$ cat config.mk
export PLATFORM = sky130hd
export DESIGN_NAME = coeff_loader
export DESIGN_NICKNAME = d
export VERILOG_FILES = /design/src/rtl/coeff_loader.sv
export SDC_FILE = /design/constraint.sdc
export NUM_CORES = 1
export LEC_CHECK = 0
export ABC_CLOCK_PERIOD_IN_PS = 9450
export CORE_MARGIN = 5
export CORE_UTILIZATION = 54
export CTS_CLUSTER_DIAMETER = 100
export CTS_CLUSTER_SIZE = 25
export DETAILED_ROUTE_END_ITERATION = 7
export GPL_ROUTABILITY_DRIVEN = 0
export PLACE_DENSITY_LB_ADDON = 0.2
export SLEW_MARGIN = 20
export SYNTH_ARGS = -nofsm -noshare
export SYNTH_HDL_FRONTEND = slang
export SYNTH_SLANG_ARGS = --single-unit
export TNS_END_PERCENT = 1
$ cat constraint.sdc
create_clock -name iClk12M -period 9.45 [get_ports iClk12M]
set_input_delay 1.89 -clock iClk12M [delete_from_list [all_inputs] [get_ports iClk12M]]
set_output_delay 1.89 -clock iClk12M [all_outputs]
set_load 0.02 [all_outputs]
$ cat src/rtl/coeff_loader.sv
// Coefficient-load controller: buffers host coefficient words in a small FIFO,
// waits for a sample boundary, then streams them into the FIR coefficient SRAM
// one word per cycle, reporting done / error back to the host.
module coeff_loader #(
   parameter int unsigned NUM_TAPS_MAX = 40,
   parameter int unsigned DATA_WIDTH   = 16,
   parameter int unsigned FIFO_DEPTH   = 8
) (
   input  logic                  iClk12M,
   input  logic                  iRst,
   input  logic                  iEnSample600k,
   input  logic                  iLoadStart,
   input  logic [5:0]            iLoadNum,
   input  logic                  iAbort,
   input  logic                  iCoeffValid,
   input  logic [DATA_WIDTH-1:0] iCoeffData,
   output logic                  oCoeffReady,
   output logic                  oCoeffUpdateFlag,
   output logic [5:0]            oAddrRam,
   output logic [DATA_WIDTH-1:0] oWrDtRam,
   output logic                  oCoeffWrEn,
   output logic [5:0]            oNumOfCoeff,
   output logic                  oBusy,
   output logic                  oDone,
   output logic                  oErr
);

   localparam int unsigned AddrW   = $clog2(FIFO_DEPTH);
   localparam int unsigned PtrW    = AddrW + 1;
   localparam logic [5:0]  MaxTaps = 6'(NUM_TAPS_MAX);

   typedef enum logic [2:0] {
      StIdle,
      StWaitSlot,
      StLoad,
      StFlush,
      StDone
   } state_e;

   state_e                state_q, state_d;
   logic [5:0]            n_q, n_d;
   logic [5:0]            acc_q, acc_d;
   logic [5:0]            wr_q, wr_d;
   logic [PtrW-1:0]       wptr_q, wptr_d;
   logic [PtrW-1:0]       rptr_q, rptr_d;
   logic                  flag_q, flag_d;
   logic [5:0]            addr_q, addr_d;
   logic [DATA_WIDTH-1:0] wrdt_q, wrdt_d;
   logic                  wren_q, wren_d;
   logic [5:0]            num_q, num_d;
   logic                  done_q, done_d;
   logic                  err_q, err_d;

   logic [DATA_WIDTH-1:0] fifo_mem [FIFO_DEPTH];

   logic                  fifo_full;
   logic                  fifo_empty;
   logic                  coeff_ready;
   logic                  push;
   logic                  load_num_ok;
   logic [DATA_WIDTH-1:0] rd_data;

   // Extra pointer MSB distinguishes full from empty when the index bits match.
   assign fifo_empty  = (wptr_q == rptr_q);
   assign fifo_full   = (wptr_q[PtrW-1] != rptr_q[PtrW-1]) &&
                        (wptr_q[AddrW-1:0] == rptr_q[AddrW-1:0]);
   assign rd_data     = fifo_mem[rptr_q[AddrW-1:0]];

   // Ready depends on registered state only, never on iCoeffValid.
   assign coeff_ready = ((state_q == StWaitSlot) || (state_q == StLoad)) &&
                        !fifo_full && (acc_q < n_q);
   assign push        = iCoeffValid && coeff_ready;
   assign load_num_ok = (iLoadNum != 6'd0) && (iLoadNum <= MaxTaps);

   // FIFO storage write; contents need no reset since pointers gate visibility.
   always_ff @(posedge iClk12M) begin
      if (push) begin
         fifo_mem[wptr_q[AddrW-1:0]] <= iCoeffData;
      end
   end

   // Next-state and registered-output decode.
   always_comb begin
      state_d = state_q;
      n_d     = n_q;
      acc_d   = acc_q;
      wr_d    = wr_q;
      wptr_d  = wptr_q;
      rptr_d  = rptr_q;
      flag_d  = flag_q;
      addr_d  = addr_q;
      wrdt_d  = wrdt_q;
      wren_d  = 1'b0;
      num_d   = num_q;
      done_d  = 1'b0;
      err_d   = 1'b0;

      if (push) begin
         wptr_d = wptr_q + PtrW'(1);
         acc_d  = acc_q + 6'd1;
      end

      if (iAbort && ((state_q == StWaitSlot) || (state_q == StLoad) ||
                     (state_q == StDone))) begin
         state_d = StFlush;
      end else begin
         unique case (state_q)
            StIdle: begin
               if (iLoadStart) begin
                  if (load_num_ok) begin
                     state_d = StWaitSlot;
                     n_d     = iLoadNum;
                     acc_d   = 6'd0;
                     wr_d    = 6'd0;
                  end else begin
                     err_d = 1'b1;
                  end
               end
            end
            StWaitSlot: begin
               if (iEnSample600k) begin
                  state_d = StLoad;
                  flag_d  = 1'b1;
               end
            end
            StLoad: begin
               if (wr_q == n_q) begin
                  state_d = StDone;
               end else if (!fifo_empty) begin
                  rptr_d = rptr_q + PtrW'(1);
                  addr_d = wr_q;
                  wrdt_d = rd_data;
                  wren_d = 1'b1;
                  wr_d   = wr_q + 6'd1;
               end
            end
            StDone: begin
               // Flag was held through this cycle so the last SRAM write lands.
               state_d = StIdle;
               flag_d  = 1'b0;
               num_d   = n_q;
               done_d  = 1'b1;
            end
            StFlush: begin
               state_d = StIdle;
               flag_d  = 1'b0;
               err_d   = 1'b1;
               wptr_d  = '0;
               rptr_d  = '0;
            end
            default: state_d = StIdle;
         endcase
      end
   end

   // State and output registers with synchronous reset.
   always_ff @(posedge iClk12M) begin
      if (iRst) begin
         state_q <= StIdle;
         n_q     <= '0;
         acc_q   <= '0;
         wr_q    <= '0;
         wptr_q  <= '0;
         rptr_q  <= '0;
         flag_q  <= 1'b0;
         addr_q  <= '0;
         wrdt_q  <= '0;
         wren_q  <= 1'b0;
         num_q   <= '0;
         done_q  <= 1'b0;
         err_q   <= 1'b0;
      end else begin
         state_q <= state_d;
         n_q     <= n_d;
         acc_q   <= acc_d;
         wr_q    <= wr_d;
         wptr_q  <= wptr_d;
         rptr_q  <= rptr_d;
         flag_q  <= flag_d;
         addr_q  <= addr_d;
         wrdt_q  <= wrdt_d;
         wren_q  <= wren_d;
         num_q   <= num_d;
         done_q  <= done_d;
         err_q   <= err_d;
      end
   end

   assign oCoeffReady      = coeff_ready;
   assign oCoeffUpdateFlag = flag_q;
   assign oAddrRam         = addr_q;
   assign oWrDtRam         = wrdt_q;
   assign oCoeffWrEn       = wren_q;
   assign oNumOfCoeff      = num_q;
   assign oBusy            = (state_q != StIdle);
   assign oDone            = done_q;
   assign oErr             = err_q;

endmodule

* Yosys cells after proc, flatten, opt, wreduce, memory -nomap -nowiden
Memory sizes are Yosys's and may differ from the RTL's. A register that Yosys moved wholly into a read port is not among the register bits. Cells that the tools add are included.
Word-level totals: register bits 45, memory bits (writable) 128, word-level logic and storage cells 99, memories kept 1
Cells by class: $add $sub $neg 4, $lt $le $gt $ge 2, equality and inequality tests 18, muxes and demuxes 31, bitwise operators 4, reduce and logical (&&, ||, !) cells 26
Memory list:
- fifo_mem | words 8, width 16, read ports 1, clocked after Yosys merged registers in 1, wr ports 1, line 54 | logic [DATA_WIDTH-1:0] fifo_mem [FIFO_DEPTH];
Operator list (count):
- $mux W6 | 9
- $mux W4 | 5
- $reduce_and A4 Y1 | 5
- $add A6 B1 Y6 const B | 2
- $mux W3 | 4
- $pmux W6 S2 | 1
- $ne A2 B2 Y1 const B | 5
- $pmux W3 S3 | 1
- $add A4 B1 Y4 const B | 2
- $pmux W4 S2 | 1
- $mux W1 | 7
- $eq A3 B2 Y1 const B | 2
- $eq A6 B6 Y1 | 1
- $le A6 B6 Y1 const B | 1
- $logic_and A1 B1 Y1 | 6
- $lt A6 B6 Y1 | 1
- $ne A3 B3 Y1 const B | 2
- $reduce_and A6 Y1 | 1
- $reduce_bool A2 Y1 | 3
- $reduce_bool A6 Y1 | 1
- $eq A4 B4 Y1 | 1
- $not A1 Y1 | 4
- $pmux W1 S2 | 2
- $reduce_or A2 Y1 | 2
- other kinds (15) | 16

* Longest topological paths before layout
Gate-level depths: netlist of the first run.
word-level depth 11, gate-level depth with buffers 9, mapped depth without buffers 8

* Worst setup path after synthesis of the first run
No wires, ideal clock.
kind in2reg, start input iCoeffValid, end memory fifo_mem[1][0] (enable), setup time 0.436 ns, data arrival time 4.110 ns, required time 9.014 ns, path slack 4.904 ns, stages on the path 4, cell sequence nand3_2 > a31o_1 > buf_2 > nor4b_1
On the way: cells in the longest elaborated chain, start to end 3
RTL lines:
- start: declaration | line 15 | input logic iCoeffValid,
- $logic_and A1 B1 Y1 | line 72 | assign push = iCoeffValid && coeff_ready;
- $mux W1 | line 77 | if (push) begin
- $mux W1 (not written as such) | line 78 | fifo_mem[wptr_q[AddrW-1:0]] <= iCoeffData;
- end: declaration | line 54
No other way between the ends.

* Worst setup path in the final report of the first run
start register n_q[5], end output oCoeffReady
On the way: cells in the longest elaborated chain, start to end 2
RTL lines:
- start: declaration | line 41 | logic [5:0] n_q, n_d;
- start signal: assignment | line 174 | n_q <= n_d;
- $lt A6 B6 Y1 | line 71 | !fifo_full && (acc_q < n_q);
- $logic_and A1 B1 Y1 | line 71
- end: declaration | line 17 | output logic oCoeffReady,
No other way between the ends.

==> results.yml, run 1 <==
outcome:
  status: "finished clean"
floorplanning:
  die_area_mm2: 0.0166
  die_h_um: 129
  row_count: 43
  die_w_um: 129
  core_mm2: 0.0139
  start_util_pct: 55.0
  ios: 62
timing:
  period_share_pct: 47.7
  maxSlewHeadroom_pct: 39.4
  setup_viol: 0
  skew_ns: 0.00581
  fin_crit_ns: 4.51
  fin_ws_ns: 4.94
  setup_tns_ns: 0
  rsz0062_at_grt: "no"
  slew_violations: 0
  fmax_ghz: 0.222
  worst-slew-pin-transition_ns: 0.909
  final-hold-violation-count: 0
yosys:
  synth_top_area_share_pct: 50.3
  postSynthAreaPerCell_um2: 15.1
  syn_inst: 505
  synth_seq_cells: 189
  syn_area_mm2: 0.00764
  yosys-top-cells-count: "128 x edfxtp_1, 61 x dfxtp_1, 51 x nor2_1, 34 x mux2i_1, 32 x mux4_2"
  yosysSeqAreaShare_pct: 66.3
  synth_area_leaders: "edfxtp_1 50%, dfxtp_1 16%, mux4_2 9.4%"
  synth_ff_type: "edfxtp_1"
  synth_edf_count: 128
  yosysUniqueCellTypes: 56
  syn-num-nets: 542
  yosysTopAreaCell: "edfxtp_1"
  synth_warnings: 0
  synthArstFlopShare_pct: 0
  yosysMostFrequentCell: "edfxtp_1"
layout:
  fin_nets: 606
  fill_cells: 1005
  area_delta_synth_final_pct: 18.1
  diodes: 0
  layout-drive-gt1-share_pct: 15.5
clocking:
  numCtsBuffers: 17
  cts_max_level: 4
  cts_resized: 0
  cts_setup_buffers: 0
  cts.sinks: 189
  path_clk_slew_ns: 0.06
  cts_buffer_depth: 2
  cts_hold_buf: 0
  root_buffer: "clkbuf_16"
  clk_latency_ns: 0.42
  tritoncts: "done"
global_route:
  grt_pass1_vias: 4538
  grt_max_degree: 46
  grt_overflow: 0
  grtUsageTotal_pct: 19.4
  antenna_found_initial: 0
  grt_pass1_wl_mm: 24.2
route:
  top_layer_used: "met4"
  vias: 4423
  postRouteAntennaNets: 0
  wl_met1_mm: 6.48
  avgRoutedWirePerCell_um: 19.7
  drt_first_pass_iters: 5
  wl_met3_um: 656
  wirelength_mm: 15.0
  wl_met2_mm: 7.55
  drc: 0
  via_per_inst: 5.80
  drt-initial-drc-count: 236
critical_path:
  worstSetupEndpointType: "output port"
  crit_family: "buffers and inverters"
  reg2regPathDepth: 9
  critPathMaxStageDelay_ns: 0.63
  cp_max_fo: 5
  worst_path_max_delay_cell: "clkdlybuf4s50_1"
  cp_num_cells: 7
  startpoint_type: "flip-flop"
  cp.required_ns: 7.56
  crit_chain: "inv_1 > ha_1 > a211oi_1 > and3_1 > nand2_1 > a31oi_1 > clkdlybuf4s50_1"
  arrival_ns: 2.62
  worst-path-buf-inv: 2
  worstSetupPathType: "flip-flop to output port"
pwr:
  p_per_area_mw_per_mm2: 187
  cellLeakagePower_nw: 2.84
  power_w: 0.00168
  ir_drop_v: 0.000155
worst_hold_path:
  hold-path-cell-count: 2
  holdCritPathClass: "flip-flop to flip-flop"
placed_design:
  io_buffers: 61
  preCtsSetupSlack_ns: 5.33
  dp_hpwl_mm: 9.39
flow_run:
  drv_cap: 0
tightest hold or removal path, cell delays in order, from the launching register on:
cell	delay [ns]
dfxtp_1	0.32
mux2i_1	0.07
nor2_1	0.07
report_power, final:
part	internal, W	total (W)	switching [W]
logic	0.0000450	0.000102	0.0000570
registers	0.000893	0.000905	0.0000123
clock network	0.000388	0.000675	0.000286
total	0.00133	0.00168	0.000355
through the flow:
stage | instance area [um2] | hold slack [ns] | cells | utilization (%)
after floorplan | 7640 | 0.456 | 505 | -
after global placement | 8460 | 0.470 | 730 | 60.9
after detailed placement | 8460 | 0.490 | 730 | 60.9
after CTS | 9020 | 0.504 | 762 | 65.0
after global routing | 9020 | 0.522 | 762 | 65.0
final | 9020 | 0.497 | 762 | 65.0
layout by cell type (no fill, tap or decap), drive strengths merged, types with 4 or more instances in the layout:
| master | n |
|---|---|
| mux4 | 32 |
| nor4 | 5 |
| xnor2 | 13 |
| a211oi | 19 |
| ha | 9 |
| clkdlybuf4s50 | 60 |
| o21ai | 13 |
| a21oi | 16 |
| edfxtp | 128 |
| mux2i | 34 |
| buf | 12 |
| xor2 | 5 |
| nand2 | 20 |
| inv | 11 |
| nand4 | 4 |
| nor3 | 7 |
| nor2 | 51 |
| dfxtp | 61 |
| clkinv | 5 |
| nand3 | 5 |
| clkbuf | 21 |
| or3 | 6 |
path summary, 6_finish.rpt:
kind	startpoint	endpoint	slack (ns)
setup / recovery	n_q[5]	oCoeffReady	4.94
hold / removal	oNumOfCoeff[2]	oNumOfCoeff[2]	0.50
hold reg to reg	oNumOfCoeff[2]	oNumOfCoeff[2]	0.50
setup reg to reg	n_q[5]	fifo_mem[3][11]	6.59
kinds of logic (layout without fill, tap and decap cells):
| kind of cell | after synthesis | in the layout | synth area share [%] |
|---|---|---|---|
| AO/OA/AOI/OAI | 66 | 66 | 5.80 |
| flip-flops | 189 | 189 | 66.3 |
| adder cells (fa/ha/maj) | 9 | 9 | 1.47 |
| XOR/XNOR | 18 | 18 | 2.06 |
| buffers and inverters | 36 | 113 | 2.20 |
| multiplexers | 68 | 68 | 14.2 |
| AND/OR/NAND/NOR | 119 | 119 | 7.96 |
flip-flops by register name, summed over array words and instances, names as in the netlist, 6 cells and up:
register     flops
fifo_mem       128
oWrDtRam        16
acc_q            6
n_q              6
oAddrRam         6
oNumOfCoeff      6
wr_q             6
area by class of cell:
| class | instances | area, um2 | share of cell area [%] |
|---|---|---|---|
| Multi-Input combinational cell | 280 | 2440 | 27.1 |
| Inverter | 9 | 33.8 | 0.375 |
| Sequential cell | 189 | 5070 | 56.2 |
| Tap cell | 180 | 225 | 2.50 |
| Clock buffer | 21 | 440 | 4.88 |
| Timing Repair Buffer | 72 | 688 | 7.63 |
| Clock inverter | 11 | 118 | 1.30 |
routing by layer:
metal,global-route usage (%),vias to the layer above
met5,0,-
met4,7.84,0
met3,4.40,33
met2,32.1,106
met1,24.8,2211
li1,-,2073
Note: power is estimated with default switching activity, not from simulation.
==> run 2: changes to the inputs <==
- ABC_CLOCK_PERIOD_IN_PS: 9450 -> 4600
- clock period: 9.45 -> 4.6 ns (I/O delays scaled with it)
==> run 2 against run 1 <==
Combinational power is 100% higher; highest routed layer unchanged; flip-flop and latch count stayed put; sequential power is 110% higher; critical path type unchanged; first-iteration DRC count is 24% higher; via count is 0.66% lower; critical endpoint unchanged.
==> results.yml, run 2 (synthesis gave the netlist of run 1 again) <==
outcome:
  status: "finished clean"
clocking:
  root_buffer: "clkbuf_16"
  cts_max_level: 4
  cts_buffer_depth: 2
  cts.sinks: 189
  cts_setup_buffers: 0
  cts_resized: 0
  tritoncts: "done"
  numCtsBuffers: 17
  clk_latency_ns: 0.43
  cts_hold_buf: 0
  path_clk_slew_ns: 0.06
floorplanning:
  row_count: 43
  die_area_mm2: 0.0166
  die_h_um: 129
  die_w_um: 129
  ios: 62
  start_util_pct: 55.0
  core_mm2: 0.0139
critical_path:
  critPathMaxStageDelay_ns: 0.63
  cp.required_ns: 3.68
  reg2regPathDepth: 9
  worst-path-buf-inv: 2
  r2r_slack_ns: 1.71
  worst_path_max_delay_cell: "clkdlybuf4s50_1"
  crit_chain: "inv_1 > ha_1 > a211oi_1 > and3_1 > nand2_1 > a31oi_1 > clkdlybuf4s50_1"
  cp_num_cells: 7
  crit_end: "oCoeffReady"
  crit_start: "n_q[5]"
  r2r_start: "n_q[5]"
  crit_family: "buffers and inverters"
  worstSetupPathType: "flip-flop to output port"
  r2r-end: "fifo_mem[3][13]"
  startpoint_type: "flip-flop"
  cp_max_fo: 5
  worstSetupEndpointType: "output port"
  arrival_ns: 2.62
layout:
  largest_reg_flops: 128
  fill_cells: 1008
  layout-drive-gt1-share_pct: 16.0
  area_delta_synth_final_pct: 17.8
  layout.cells.most_common: "edfxtp_1"
  diodes: 0
  instances_no_fill: 763
  mostFrequentLayoutCells: "128 x edfxtp_1, 60 x dfxtp_1, 60 x clkdlybuf4s50_1, 51 x nor2_1, 34 x mux2i_1"
  fin_nets: 607
pwr:
  p_per_area_mw_per_mm2: 377
  cellLeakagePower_nw: 2.84
  ir_drop_v: 0.000309
timing:
  period_share_pct: 77.0
  slew_violations: 0
  worst-slew-pin-transition_ns: 0.969
  skew_ns: 0.0106
  fin_crit_ns: 3.54
  rsz0062_at_grt: "no"
  setup_tns_ns: 0
  final-hold-violation-count: 0
  setup_viol: 0
  maxSlewHeadroom_pct: 35.4
  fmax_ghz: 0.282
flow_run:
  drv_cap: 0
global_route:
  grtUsageTotal_pct: 19.4
  grt_pass1_vias: 4597
  grt_overflow: 0
  grt_max_degree: 46
  antenna_found_initial: 0
  grt_pass1_wl_mm: 24.2
route:
  vias: 4394
  drt_first_pass_iters: 4
  postRouteAntennaNets: 0
  wirelength_mm: 15.1
  drc: 0
  avgRoutedWirePerCell_um: 19.8
  drt-initial-drc-count: 292
  via_per_inst: 5.76
placed_design:
  dp.cells: 731
  io_buffers: 61
  dp_hpwl_mm: 9.50
worst_hold_path:
  holdCritPathClass: "flip-flop to flip-flop"
-- run 2: cell count changes in the layout (fill, tap and decap cells not counted) --
cell / previous run / this run
inv_6: 1 / 4
bufinv_16: 2 / 0
clkbuf_8: 0 / 2
clkinv_1: 3 / 1
clkinv_2: 1 / 3
buf_4: 11 / 12
clkinv_4: 1 / 0
clkinvlp_2: 1 / 0
inv_8: 1 / 0
-- run 2: how the worst min path moves through the flow --
stage                 start            to  cells after the start
2_1_floorplan      acc_q[5]      acc_q[5]                      2
3_3_place_gp       acc_q[5]      acc_q[5]                      2
3_5_place_dp       acc_q[5]      acc_q[5]                      2
4_1_cts            acc_q[5]      acc_q[5]                      2
5_1_grt        oWrDtRam[12]  oWrDtRam[12]                      2
6_report           acc_q[5]      acc_q[5]                      2
-- run 2: tightest hold or removal path: stages (launching register included) --
cell	delay (ns)
dfxtp_1	0.33
o31ai_1	0.06
a21oi_1	0.06
-- run 2: area by class of cell --
type,count,area [um2],area share [%]
multi-input combinational,280,2440,27.2
clock inverter,9,61.3,0.682
clock buffer,23,468,5.20
inverter,9,33.8,0.376
sequential,189,5070,56.3
tap,180,225,2.50
timing repair buffer,73,696,7.73
-- run 2: report_power, final --
part	internal, W	switching, W
Combinational	0.0000924	0.000116
Sequential	0.00183	0.0000245
Clock	0.000722	0.000598
Total	0.00265	0.000738
-- run 2: layer usage --
metal | vias to the layer above | track usage [%] | wire length [um]
met2 | 80 | 33.4 | 7730
met3 | 23 | 4.98 | 547
met5 | - | 0 | 0
met4 | 0 | 5.62 | 283
met1 | 2218 | 24.4 | 6560
li1 | 2073 | - | -
-- run 2: stage by stage --
| step | setup WS, ns | hold slack, ns | util, % | area, um2 | total power, W |
|---|---|---|---|---|---|
| floorplan | 0.753 | 0.456 | - | 7640 | 0.00202 |
| CTS | 1.03 | 0.487 | 64.8 | 8990 | 0.00341 |
| finish | 1.06 | 0.496 | 64.8 | 8990 | 0.00339 |
| detailed placement | 1.46 | 0.476 | 61.0 | 8470 | 0.00210 |
| global placement | 1.53 | 0.467 | 61.0 | 8470 | 0.00210 |
| global route | 0.912 | 0.531 | 64.8 | 8990 | 0.00351 |
